## src/rtl/apb2reg_bridge.sv

```systemverilog
// APB slave to simple register-strobe bridge.
// Every setup phase is latched into the reg_* outputs. Legal writes get a
// one-cycle reg_wr strobe together with pready. Legal reads get a reg_rd
// strobe, one cycle to capture reg_rdat, then the response cycle. Illegal
// addresses complete with pslverr and make no downstream access.
module apb2reg_bridge #(
    parameter int ADDR_WIDTH = 24,
    parameter int ADDR_LIMIT = 'h100
) (
    input  logic                  reg_clk,
    input  logic                  reg_rst,
    input  logic                  psel,
    input  logic                  penable,
    input  logic                  pwrite,
    input  logic [ADDR_WIDTH-1:0] paddr,
    input  logic [31:0]           pwdata,
    input  logic [3:0]            pstrb,
    output logic                  pready,
    output logic [31:0]           prdata,
    output logic                  pslverr,
    output logic                  reg_wr,
    output logic                  reg_rd,
    output logic [3:0]            reg_we,
    output logic [ADDR_WIDTH-1:0] reg_addr,
    output logic [31:0]           reg_wdat,
    input  logic [31:0]           reg_rdat
);

    typedef enum logic [2:0] {
        S_IDLE,
        S_WR,
        S_RD,
        S_RDWAIT,
        S_RESP,
        S_ERR
    } state_e;

    // One extra bit so a limit equal to 2**ADDR_WIDTH still compares correctly
    localparam logic [ADDR_WIDTH:0] LIMIT = (ADDR_WIDTH+1)'(ADDR_LIMIT);

    state_e                  state_q, state_d;
    logic                    pready_q, pready_d;
    logic                    pslverr_q, pslverr_d;
    logic [31:0]             prdata_q, prdata_d;
    logic                    reg_wr_q, reg_wr_d;
    logic                    reg_rd_q, reg_rd_d;
    logic [3:0]              reg_we_q, reg_we_d;
    logic [ADDR_WIDTH-1:0]   reg_addr_q, reg_addr_d;
    logic [31:0]             reg_wdat_q, reg_wdat_d;

    logic setup;
    logic illegal;

    // A setup phase is only recognised while idle; a stray access phase is ignored
    assign setup   = (state_q == S_IDLE) && psel && !penable;
    assign illegal = (paddr[1:0] != 2'b00) || ({1'b0, paddr} >= LIMIT);

    // State and output registers; reset clears everything, squashing any pending strobe
    always_ff @(posedge reg_clk) begin
        if (reg_rst) begin
            state_q    <= S_IDLE;
            pready_q   <= 1'b0;
            pslverr_q  <= 1'b0;
            prdata_q   <= '0;
            reg_wr_q   <= 1'b0;
            reg_rd_q   <= 1'b0;
            reg_we_q   <= '0;
            reg_addr_q <= '0;
            reg_wdat_q <= '0;
        end else begin
            state_q    <= state_d;
            pready_q   <= pready_d;
            pslverr_q  <= pslverr_d;
            prdata_q   <= prdata_d;
            reg_wr_q   <= reg_wr_d;
            reg_rd_q   <= reg_rd_d;
            reg_we_q   <= reg_we_d;
            reg_addr_q <= reg_addr_d;
            reg_wdat_q <= reg_wdat_d;
        end
    end

    // Next-state: read path may be abandoned by the master dropping psel
    always_comb begin
        state_d = state_q;
        unique case (state_q)
            S_IDLE: begin
                if (setup) begin
                    if (illegal)     state_d = S_ERR;
                    else if (pwrite) state_d = S_WR;
                    else             state_d = S_RD;
                end
            end
            S_RD:     state_d = psel ? S_RDWAIT : S_IDLE;
            S_RDWAIT: state_d = psel ? S_RESP   : S_IDLE;
            S_WR, S_RESP, S_ERR: state_d = S_IDLE;
            default:  state_d = S_IDLE;
        endcase
    end

    // Outputs decoded from the next state so they are registered with it
    always_comb begin
        pready_d   = (state_d == S_WR) || (state_d == S_RESP) || (state_d == S_ERR);
        pslverr_d  = (state_d == S_ERR);
        reg_wr_d   = (state_d == S_WR);
        reg_rd_d   = (state_d == S_RD);
        // RESP is only entered from RDWAIT, when reg_rdat carries the read result
        prdata_d   = (state_d == S_RESP) ? reg_rdat : 32'h0;
        reg_addr_d = reg_addr_q;
        reg_wdat_d = reg_wdat_q;
        reg_we_d   = reg_we_q;
        if (setup) begin
            reg_addr_d = paddr;
            reg_wdat_d = pwdata;
            reg_we_d   = pwrite ? pstrb : 4'b0000;
        end
    end

    assign pready   = pready_q;
    assign pslverr  = pslverr_q;
    assign prdata   = prdata_q;
    assign reg_wr   = reg_wr_q;
    assign reg_rd   = reg_rd_q;
    assign reg_we   = reg_we_q;
    assign reg_addr = reg_addr_q;
    assign reg_wdat = reg_wdat_q;

endmodule
```

## config.mk

```make
export PLATFORM = sky130hd
export DESIGN_NAME = apb2reg_bridge
export DESIGN_NICKNAME = d
export VERILOG_FILES = /design/src/rtl/apb2reg_bridge.sv
export SDC_FILE = /design/constraint.sdc
export NUM_CORES = 1
export LEC_CHECK = 0
export CORE_MARGIN = 3
export CORE_UTILIZATION = 35
export DETAILED_ROUTE_END_ITERATION = 10
export PLACE_DENSITY = 0.81
export SLEW_MARGIN = 20
export SYNTH_ARGS = -nofsm -noshare
export SYNTH_HDL_FRONTEND = slang
export SYNTH_SLANG_ARGS = --single-unit
```

## constraint.sdc

```tcl
create_clock -name reg_clk -period 2.1 [get_ports reg_clk]
set_clock_uncertainty 0.2 [all_clocks]
set_input_delay 0.63 -clock reg_clk [delete_from_list [all_inputs] [get_ports reg_clk]]
set_output_delay 0.63 -clock reg_clk [all_outputs]
set_load 0.01 [all_outputs]
```

# Word level (Yosys, flattened, before mapping)
# Index checks and enable logic that the tools add are counted.
dict set report totals {
  register_bits 99
  input_bits 97
  output_inout_bits 96
  elab_cells 33
}
dict set report op_classes {
  n_lt_le_gt_ge 1
  n_eq_ne 6
  muxes 7
  bitwise 1
  n_reduce_logical 9
}
# op count
set op_table {}
lappend op_table {{$ge 24x9->1 const B} 1}
lappend op_table {{$eq 3x2->1 const B} 3}
lappend op_table {{$mux 3} 3}
lappend op_table {{$pmux 3 s3} 1}
lappend op_table {{$eq 3x3->1 const B} 2}
lappend op_table {{$mux 2} 2}
lappend op_table {{$mux 4} 1}
lappend op_table {{$eq 3x1->1 const B} 1}
lappend op_table {{$logic_not 3->1} 1}
lappend op_table {{$logic_or 1x1->1} 3}
lappend op_table {{$logic_and 1x1->1} 2}
lappend op_table {{$reduce_bool 2->1} 1}
lappend op_table {{$reduce_or 2->1} 1}
lappend op_table {{$logic_not 1->1} 1}
lappend op_table {{$not 1->1} 1}

# Logic depth before layout (Yosys ltp)
# Gate-level depths: netlist of run 1.
dict set report depth {
  ltp_word 8
  mapped_depth 6
  depth_no_buf 4
}

# Worst setup path after synthesis of run 1
# OpenSTA, ideal clock, no wires.
dict set report synth_path {
  kind {input port to flip-flop}
  start {input paddr[13]}
  end {register prdata_q[1], in the netlist prdata[1]}
  arrival_ns 1.842
  required_ns 1.827
  path_slack_ns -0.015
  path_stages 5
  path_cell_list {nor4_1 > nand3_1 > o41a_1 > buf_6 > nor3b_2}
}
dict set report synth_via {
  elab_chain_len 8
}
# element line_no
set synth_rtl {}
lappend synth_rtl {{from (decl)} 15} ;# input logic [ADDR_WIDTH-1:0] paddr,
lappend synth_rtl {{$ge 24x9->1} 56} ;# assign illegal = (paddr[1:0] != 2'b00) || ({1'b0, paddr} >= LIMIT);
lappend synth_rtl {{$logic_or 1x1->1} 56}
lappend synth_rtl {{$mux 3} 89} ;# if (illegal) state_d = S_ERR;
lappend synth_rtl {{$mux 3} 88} ;# if (setup) begin
lappend synth_rtl {{$pmux 3 s3} 86} ;# unique case (state_q)
lappend synth_rtl {{$eq 3x3->1} 108} ;# prdata_d = (state_d == S_RESP) ? reg_rdat : 32'h0;
lappend synth_rtl {{$not 1->1 (no line)} -}
lappend synth_rtl {{$reduce_or 2->1 (no line)} -}
lappend synth_rtl {{to (signal assigned)} 74} ;# prdata_q <= prdata_d;
lappend synth_rtl {{to (decl)} 44} ;# logic [31:0] prdata_q, prdata_d;
# No other way between the ends.
# A chain may end at the register's enable or synchronous reset.

# Final worst setup path of run 1
dict set report layout_path {
  start {input paddr[18]}
  end {register prdata_q[6], in the netlist prdata[6]}
}
# The elaborated chain is that of the path after synthesis.

==> flow_summary.json, run 1 <==
{
  "vdd_drop_max_mv": 0.363,
  "synthFlopType": "sky130_fd_sc_hd__dfxtp_1",
  "static-leakage-power_nw": 3.08,
  "synth_top_family_by_area": "simple AND/OR/NAND/NOR gates",
  "finalWeightedCongestion": 0.843,
  "synthesized_area_fraction_occupied_by_ao_oa_aoi_and_oai_cells": 0.104,
  "element_type_at_the_critical_path_end": "flop",
  "numCtsBuffers": 9,
  "yosys_warnings": 0,
  "synth-adder-area-share": 0,
  "via_count_of_the_first_global_routing_pass": 3385,
  "layout.filler_cells": 770,
  "layout-area-overhead-vs-synth_pct": 75.3,
  "viasPerCell": 4.76,
  "design.die.area_sq_um": 11200,
  "critPathLaunchType": "input port",
  "antenna_violating_nets_post_route": 0,
  "port-buffer-count": 192,
  "synth.ff_latch_count": 99,
  "met1_usage": 0.213,
  "avgSynthCellArea_sq_um": 9.36,
  "netlist_top_cells_area": "sky130_fd_sc_hd__dfxtp_1, sky130_fd_sc_hd__nand2_1, sky130_fd_sc_hd__nor3b_2, sky130_fd_sc_hd__a21oi_1, sky130_fd_sc_hd__buf_2",
  "max-clock-path-buffers": 2,
  "final_net_count": 680,
  "post_synth_xor_area_fraction": 0,
  "outcome": "finished with violations",
  "setup-tns-final_ns": -0.127,
  "mappedNetlistNets": 471,
  "finalSetupViolCount": 9,
  "dr.pass1.iters": 4,
  "num_antenna_cells": 0,
  "final_period_minus_worst_setup_slack_ns": 2.13,
  "final.setup.worst_slack_ns": -0.0322,
  "pwr_density_cell_nw_per_um2": 621,
  "dieHeight_microns": 106,
  "clkSlewWorstSetupHoldPaths_ns": 0.11,
  "post-place-ws_ns": -0.668,
  "initial_utilization": 0.370,
  "postCtsHoldBufs": 0,
  "synth.most_common_cell": "sky130_fd_sc_hd__nand2_1",
  "crit_arrival_ns": 2.23,
  "criticalPathCategory": "in -> reg",
  "place.detailed.instances": 697,
  "yosys.cell_types.count": 22,
  "path_max_fanout": 8,
  "tritoncts": "done",
  "grt.overflow.total": 0,
  "pin_count": 193,
  "timing.critical_path.required_ns": 2.20,
  "via_count": 3413,
  "postLayoutCoreUtil": 0.649,
  "maxSlewHeadroom": 0.699,
  "yosys.area_share.simple": 0.290,
  "hold_path_class": "reg -> reg",
  "detail_route.wl_per_cell_microns": 16.1,
  "synth_mux_area_frac": 0,
  "final_hold_viol_count": 0,
  "ctsHtreeMaxLevel": 3,
  "global_route.usage.met2": 0.330,
  "remaining_drc_errors": 0,
  "synth_edf_count": 0,
  "syn-instance-count": 374,
  "max_freq_mhz": 469,
  "cts.sink_count": 99,
  "drive_above_1_share": 0.170,
  "post_synth_instance_area_sq_um": 3500,
  "placementRows": 35,
  "global_route.peak_usage_layer": "met2",
  "clkLatencyLatePin_ns": 0.36,
  "post_layout_nonfiller_instances": 717,
  "gr-usage-all-layers": 0.190,
  "maxCapViolCount": 0,
  "global_route.usage.met3": 0.0729,
  "synth-seq-area-share": 0.566,
  "maximum_number_of_pins_on_one_net_before_global_route_repair": 51,
  "core_area_sq_um": 9460,
  "final_min_period_over_clock_period": 1.02,
  "hpwl_microns": 7840,
  "synth-async-reset-ratio": 0,
  "synth.largest_area_cell": "sky130_fd_sc_hd__dfxtp_1",
  "die-width_microns": 106,
  "synth_commonest_cells": "sky130_fd_sc_hd__nand2_1, sky130_fd_sc_hd__dfxtp_1, sky130_fd_sc_hd__a21oi_1, sky130_fd_sc_hd__nor3b_2, sky130_fd_sc_hd__clkbuf_1",
  "antenna_violations_before_repair": 0,
  "detail_route.wirelength_microns": 11500,
  "failed_checks": "negative setup slack",
  "drt-initial-drc-count": 101,
  "grt_first_pass_wirelength_microns": 17100,
  "worst_pin_slew_ns": 0.451,
  "cts_root_buffer": "sky130_fd_sc_hd__clkbuf_8",
  "synth_top_area_frac": 0.566,
  "final_max_slew_viol_count": 0
}
metal layers:
layer | vias up | share of wire
met5 | - | 0
met4 | 0 | 0.021
met3 | 21 | 0.080
met2 | 144 | 0.50
met1 | 1581 | 0.40
li1 | 1667 | -
cells in the final DEF (no fill, tap or decap), types with 5 or more instances in the layout:
cell,synthesis,routed
sky130_fd_sc_hd__clkbuf_8,0,9
sky130_fd_sc_hd__nor4_1,8,5
sky130_fd_sc_hd__nand2_1,119,117
sky130_fd_sc_hd__nor3b_2,30,29
sky130_fd_sc_hd__buf_4,0,25
sky130_fd_sc_hd__a21oi_1,62,62
sky130_fd_sc_hd__dfxtp_1,99,99
sky130_fd_sc_hd__dlygate4sd2_1,0,52
sky130_fd_sc_hd__nand3_1,7,6
sky130_fd_sc_hd__clkdlybuf4s50_1,0,89
sky130_fd_sc_hd__dlymetal6s2s_1,0,42
final timing paths:
path                            depth (start not counted)  slack (ns)          from      endpoint
worst max-delay path                                    6       -0.03     paddr[18]     prdata[6]
worst min-delay path                                    2        0.26  reg_wdat[28]  reg_wdat[28]
worst max register to register                          5        0.23    state_q[2]     prdata[6]
worst min register to register                          2        0.26  reg_wdat[28]  reg_wdat[28]
cells by family (layout without fill, tap and decap cells):
group,Yosys count,after routing
AO/OA/AOI/OAI,68,68
buffers and inverters,28,242
flip-flops,99,99
AND/OR/NAND/NOR,179,179
where the power goes:
| group | internal, mW | switching, mW | leakage, nW |
|---|---|---|---|
| Combinational | 0.361 | 0.280 | 2.18 |
| Sequential | 1.95 | 0.0293 | 0.806 |
| Clock | 0.462 | 0.736 | 0.0954 |
| Total | 2.77 | 1.04 | 3.08 |
per-stage QoR:
| step | total power [mW] | hold WS (ns) | cell area [sq um] |
|---|---|---|---|
| CTS | 3.84 | 0.260 | 5970 |
| finish | 3.81 | 0.256 | 6140 |
| floorplan | 2.25 | 0.274 | 3500 |
| global route | 3.99 | 0.272 | 6140 |
| detailed placement | 2.66 | 0.249 | 5740 |
| global placement | 2.64 | 0.240 | 5740 |
what timing repair did:
action / in CTS / in global routing
hold endpoints to repair: 0 / 0
gates cloned: 2 / 1
setup endpoints to repair: 81 / 122
setup buffers: 1 / 1
resized for setup: 83 / 50
pin swaps: 10 / 6
worst max-delay path, cell delays in order:
cell and delay, ns:
sky130_fd_sc_hd__dlygate4sd2_1 0.27, sky130_fd_sc_hd__nor4_2 0.30, sky130_fd_sc_hd__nand2_2 0.12, sky130_fd_sc_hd__o41a_4 0.53, sky130_fd_sc_hd__clkbuf_16 0.21, sky130_fd_sc_hd__nor3b_2 0.17
registers in the layout, indices dropped and copies added, names as in the netlist:
| register | count |
|---|---|
| prdata | 32 |
| pready | 1 |
| pslverr | 1 |
| reg_addr | 24 |
| reg_rd | 1 |
| reg_wdat | 32 |
| reg_we | 4 |
| reg_wr | 1 |
| state_q | 3 |
final cells by class:
cell class	instances	area [sq um]	share of cell area
Clock buffer	9	124	0.0202
Clock inverter	7	67.6	0.0110
Multi-Input combinational cell	247	1490	0.242
Sequential cell	99	1980	0.323
Tap cell	129	161	0.0263
Timing Repair Buffer	226	2320	0.378
No activity file was read; power rests on OpenSTA's default activity.
==> run 2, diff against run 1 <==
--- a/config.mk
+++ b/config.mk
@@ -5,10 +5,13 @@
 export SDC_FILE = /design/constraint.sdc
 export NUM_CORES = 1
 export LEC_CHECK = 0
+export ABC_CLOCK_PERIOD_IN_PS = 2100
+export CELL_PAD_IN_SITES_DETAIL_PLACEMENT = 2
+export CELL_PAD_IN_SITES_GLOBAL_PLACEMENT = 2
 export CORE_MARGIN = 3
-export CORE_UTILIZATION = 35
+export CORE_UTILIZATION = 19
 export DETAILED_ROUTE_END_ITERATION = 10
-export PLACE_DENSITY = 0.81
+export PLACE_DENSITY = 0.79
 export SLEW_MARGIN = 20
 export SYNTH_ARGS = -nofsm -noshare
 export SYNTH_HDL_FRONTEND = slang
==> run 2 against run 1 <==
The run now ends clean; utilization shrank 28 points; critical path depth unchanged; worst hold slack got worse by 0.0027 ns; final cell count rose by 16%; flip-flop and latch count is the same; combinational power rose by 14%; register-to-register slack worse by 0.03 ns; setup slack better by 0.046 ns; via count up 3.7%; sequential power barely moved.
==> flow_summary.json, run 2 (same netlist as run 1, synthesis figures left out) <==
{
  "maxCapViolCount": 0,
  "layout-area-overhead-vs-synth_pct": 88.7,
  "num_antenna_cells": 0,
  "crit_arrival_ns": 2.15,
  "crit_path_cell_trace": "clkdlybuf4s15_1 > nor3b_4 > a21o_1 > o41a_4 > buf_12 > nor3b_4",
  "final.setup.worst_slack_ns": 0.0138,
  "clkLatencyLatePin_ns": 0.34,
  "via_count": 3540,
  "critPathLaunchType": "input port",
  "final_common_cell": "sky130_fd_sc_hd__clkdlybuf4s50_1",
  "tritoncts": "done",
  "placementRows": 49,
  "numCtsBuffers": 9,
  "port-buffer-count": 192,
  "met3_length_microns": 916,
  "maximum_number_of_pins_on_one_net_before_global_route_repair": 66,
  "vdd_drop_max_mv": 0.345,
  "outcome": "complete, no violations",
  "grt_first_pass_wirelength_microns": 23300,
  "routed.top_layer": "met5",
  "drt-initial-drc-count": 65,
  "worst_pin_slew_ns": 0.328,
  "placed_cell_area_sq_um": 5950,
  "core_area_sq_um": 18000,
  "ctsHtreeMaxLevel": 3,
  "pin_count": 193,
  "gr-usage-all-layers": 0.149,
  "critical-path-max-stage-delay_ns": 0.55,
  "final_period_minus_worst_setup_slack_ns": 2.09,
  "finalWeightedCongestion": 0.785,
  "maxSlewHeadroom": 0.779,
  "crit_path_frequent_cell": "sky130_fd_sc_hd__nor3b_4",
  "cts_root_buffer": "sky130_fd_sc_hd__clkbuf_16",
  "layout.filler_cells": 1909,
  "remaining_drc_errors": 0,
  "path_max_fanout": 8,
  "grt.overflow.total": 0,
  "post-place-ws_ns": -0.832,
  "dr_wl_met2_microns": 8240,
  "holdWs_ns": 0.253,
  "detail_route.wl_per_cell_microns": 18.3,
  "final_net_count": 694,
  "antenna_violations_before_repair": 1,
  "timing.critical_path.required_ns": 2.16,
  "postCtsHoldBufs": 0,
  "via_count_of_the_first_global_routing_pass": 4072,
  "pwr_density_cell_nw_per_um2": 658,
  "design.die.area_sq_um": 20100,
  "initial_utilization": 0.194,
  "hold_path_class": "reg -> reg",
  "max_freq_mhz": 479,
  "m1WireLength_microns": 5840,
  "final_hold_viol_count": 0,
  "die-width_microns": 142,
  "max-clock-path-buffers": 2,
  "final_max_slew_viol_count": 0,
  "layout.cell_area.non_filler_sq_um": 6610,
  "finalSetupViolCount": 0,
  "antenna_violating_nets_post_route": 0,
  "hpwl_microns": 10800,
  "element_type_at_the_critical_path_end": "flop",
  "static-leakage-power_nw": 2.99,
  "dr.pass1.iters": 6,
  "criticalPathCategory": "in -> reg",
  "drive_above_1_share": 0.214,
  "detail_route.wirelength_microns": 15200,
  "clkSlewWorstSetupHoldPaths_ns": 0.07,
  "grt_setup_unrepaired": "true",
  "dieHeight_microns": 142,
  "slowest_stage_cell_cp": "sky130_fd_sc_hd__o41a_4",
  "final_min_period_over_clock_period": 0.993,
  "viasPerCell": 4.26,
  "totalPowerFinal_mw": 4.35,
  "mostFrequentLayoutCells": "sky130_fd_sc_hd__clkdlybuf4s50_1, sky130_fd_sc_hd__nand2_1, sky130_fd_sc_hd__dfxtp_1",
  "cts.sink_count": 99
}
-- run 2: power breakdown --
part	switching (mW)	total (mW)	internal (mW)	leakage, nW
Clock	0.762	1.63	0.872	0.138
Combinational	0.315	0.732	0.417	2.05
Sequential	0.0351	1.98	1.95	0.806
-- run 2: final cells by class --
| cell class | count | area [sq um] | share of cell area |
|---|---|---|---|
| clock buffers | 11 | 253 | 0.0382 |
| clock inverters | 5 | 37.5 | 0.00568 |
| multi-input cells | 247 | 1550 | 0.235 |
| flip-flops and latches | 99 | 1980 | 0.300 |
| well taps | 229 | 287 | 0.0433 |
| repair buffers | 240 | 2500 | 0.378 |
-- run 2: worst max-delay path, delay by kind of cell --
family                 cells  cell delay (ns)
and+or+nand+nor            2             0.38
AOI/OAI and AO/OA          2             0.74
buffers and inverters      2             0.38
-- run 2: per-layer routing --
metal | vias to the layer above | track usage
met5 | - | 0
met4 | 2 | 0.0429
met3 | 12 | 0.0418
met2 | 114 | 0.274
met1 | 1722 | 0.167
li1 | 1690 | -
-- run 2: worst paths after layout --
| path | start | end | slack [ns] | depth (start not counted) |
|---|---|---|---|---|
| hold reg to reg | reg_addr[6] | reg_addr[6] | 0.25 | 2 |
| setup reg to reg | state_q[2] | prdata[22] | 0.20 | 5 |
| setup / recovery | psel | prdata[22] | 0.01 | 6 |
| hold / removal | reg_addr[6] | reg_addr[6] | 0.25 | 2 |
-- run 2: repair_timing --
action	4_1_cts	5_1_grt
pin swaps	13	12
setup endpoints to repair	113	68
gates cloned	3	0
setup buffers	4	3
gates resized for setup	78	61
-- run 2: per-stage QoR --
| stage | utilization | setup TNS (ns) | instances |
|---|---|---|---|
| after detailed placement | 0.330 | -70.24 | 805 |
| after global placement | 0.330 | -55.53 | 805 |
| final | 0.367 | 0 | 831 |
| after global routing | 0.367 | -0.0350 | 831 |
| after CTS | 0.358 | 0 | 828 |
| after floorplan | - | 0 | 374 |
==> run 3, diff against run 2 <==
--- a/config.mk
+++ b/config.mk
@@ -5,13 +5,13 @@
 export SDC_FILE = /design/constraint.sdc
 export NUM_CORES = 1
 export LEC_CHECK = 0
-export ABC_CLOCK_PERIOD_IN_PS = 2100
+export ABC_CLOCK_PERIOD_IN_PS = 2700
 export CELL_PAD_IN_SITES_DETAIL_PLACEMENT = 2
 export CELL_PAD_IN_SITES_GLOBAL_PLACEMENT = 2
 export CORE_MARGIN = 3
-export CORE_UTILIZATION = 19
+export CORE_UTILIZATION = 23
 export DETAILED_ROUTE_END_ITERATION = 10
-export PLACE_DENSITY = 0.79
+export PLACE_DENSITY = 0.89
 export SLEW_MARGIN = 20
 export SYNTH_ARGS = -nofsm -noshare
 export SYNTH_HDL_FRONTEND = slang
==> constraint.sdc (replaced) <==
create_clock -name reg_clk -period 2.7 [get_ports reg_clk]
set_clock_uncertainty 0.2 [all_clocks]
set_input_delay 0.81 -clock reg_clk [delete_from_list [all_inputs] [get_ports reg_clk]]
set_output_delay 0.81 -clock reg_clk [all_outputs]
set_load 0.01 [all_outputs]
==> run 3 against run 2 <==
Clock power fell by 20%; non-clock buffer count down 14; sequential power decreased by 22%; global-route usage increased by 1.5 points; register-to-register slack better by 0.68 ns; utilization is 5.4 points higher; final area fell by 6.5%; die area decreased by 17%; critical endpoint is now prdata[25].
==> flow_summary.json, run 3 (same netlist as run 1, synthesis figures left out) <==
{
  "via_count_of_the_first_global_routing_pass": 3953,
  "remaining_drc_errors": 0,
  "maxSlewHeadroom": 0.647,
  "via_count": 3483,
  "drt-initial-drc-count": 103,
  "pwr_density_cell_nw_per_um2": 544,
  "setup-tns-final_ns": 0,
  "tritoncts": "done",
  "post_layout_nonfiller_instances": 772,
  "gr-usage-all-layers": 0.164,
  "worst_pin_slew_ns": 0.529,
  "hold_path_class": "reg -> reg",
  "critPathLaunchType": "input port",
  "finalSetupViolCount": 0,
  "cts_root_buffer": "sky130_fd_sc_hd__clkbuf_16",
  "cts.sink_count": 99,
  "dr.pass1.iters": 4,
  "die-width_microns": 129,
  "detail_route.wirelength_microns": 14000,
  "totalPowerFinal_mw": 3.36,
  "clkSlewWorstSetupHoldPaths_ns": 0.06,
  "post-place-ws_ns": -0.448,
  "antenna_violations_before_repair": 0,
  "outcome": "complete, no violations",
  "maxCapViolCount": 0,
  "final_max_slew_viol_count": 0,
  "placed_cell_area_sq_um": 5840,
  "vdd_drop_max_mv": 0.289,
  "final.setup.worst_slack_ns": 0.0708,
  "numCtsBuffers": 9,
  "final_common_cell": "sky130_fd_sc_hd__clkdlybuf4s50_1",
  "element_type_at_the_critical_path_end": "flop",
  "dieHeight_microns": 129,
  "static-leakage-power_nw": 2.19,
  "max-clock-path-buffers": 2,
  "hpwl_microns": 10900,
  "layout.cell_area.non_filler_sq_um": 6180,
  "maximum_number_of_pins_on_one_net_before_global_route_repair": 49,
  "num_antenna_cells": 0,
  "grt_first_pass_wirelength_microns": 21300,
  "cts_setup_buffers": 0,
  "initial_utilization": 0.238,
  "viasPerCell": 4.51,
  "core_area_sq_um": 14700,
  "ctsHtreeMaxLevel": 3,
  "final_min_period_over_clock_period": 0.974,
  "final_period_minus_worst_setup_slack_ns": 2.63,
  "grt.overflow.total": 0,
  "design.die.area_sq_um": 16700,
  "pin_count": 193,
  "path_max_fanout": 32,
  "final_net_count": 680,
  "antenna_violating_nets_post_route": 0,
  "final_hold_viol_count": 0,
  "grt_setup_unrepaired": "false",
  "mostFrequentLayoutCells": "sky130_fd_sc_hd__clkdlybuf4s50_1, sky130_fd_sc_hd__nand2_1, sky130_fd_sc_hd__dfxtp_1",
  "port-buffer-count": 192,
  "layout-area-overhead-vs-synth_pct": 76.5,
  "clkLatencyLatePin_ns": 0.34,
  "crit_arrival_ns": 2.68,
  "placementRows": 44,
  "place.detailed.instances": 756,
  "criticalPathCategory": "in -> reg",
  "detail_route.wl_per_cell_microns": 18.2,
  "max_freq_mhz": 380,
  "finalWeightedCongestion": 0.795,
  "timing.critical_path.required_ns": 2.75,
  "drive_above_1_share": 0.153
}
-- run 3: cell types whose count changed in the layout (fill, tap and decap cells not counted), sizes merged --
cell | before | now
bufinv | 0 | 1
clkdlybuf4s15 | 4 | 0
clkdlybuf4s50 | 123 | 189
clkbuf | 14 | 10
dlymetal6s2s | 37 | 2
clkinv | 3 | 4
clkinvlp | 2 | 1
buf | 57 | 35
dlygate4sd2 | 16 | 0
-- run 3: worst max-delay path, stage by stage --
cell,delay [ns]
sky130_fd_sc_hd__clkdlybuf4s50_1,0.42
sky130_fd_sc_hd__nor4_1,0.36
sky130_fd_sc_hd__nand3_2,0.16
sky130_fd_sc_hd__o41a_4,0.51
sky130_fd_sc_hd__buf_12,0.19
sky130_fd_sc_hd__nor3b_4,0.22
-- run 3: layer usage --
layer  share of wire  vias to the layer above  global-route usage
li1                -                     1665                   -
met1            0.37                     1675               0.171
met2            0.53                      124               0.309
met3           0.077                       19              0.0519
met4           0.017                        0              0.0556
met5               0                        -                   0
-- run 3: layout make-up --
class                           instances  area (sq um)
Fill cell                            1571          8520
Tap cell                              184           230
Multi-Input combinational cell        247          1440
Sequential cell                        99          1980
Timing Repair Buffer                  226          2230
Clock buffer                           10           239
Clock inverter                          6          65.1
-- run 3: through the flow --
| stage | utilization | hold slack, ns |
|---|---|---|
| after global routing | 0.420 | 0.287 |
| final | 0.420 | 0.263 |
| after floorplan | - | 0.274 |
| after detailed placement | 0.397 | 0.254 |
| after global placement | 0.397 | 0.241 |
| after CTS | 0.420 | 0.265 |
-- run 3: power breakdown --
group | internal (mW) | switching (mW) | total, mW
clock | 0.744 | 0.558 | 1.30
sequential | 1.51 | 0.0267 | 1.54
combinational | 0.298 | 0.222 | 0.519
total | 2.56 | 0.806 | 3.36
-- run 3: timing repair --
action,4_1_cts,5_1_grt
gates resized for setup,4,3
endpoints found under the setup margin,9,13
hold buffers,0,0
pin swaps,1,3
-- run 3: worst paths after layout --
| kind | from | endpoint | slack [ns] | cells past startpoint |
|---|---|---|---|---|
| max | paddr[13] | prdata[25] | 0.07 | 6 |
| min | reg_wdat[7] | reg_wdat[7] | 0.26 | 2 |
| max reg2reg | state_q[2] | prdata[25] | 0.88 | 6 |
| min reg2reg | reg_wdat[7] | reg_wdat[7] | 0.26 | 2 |
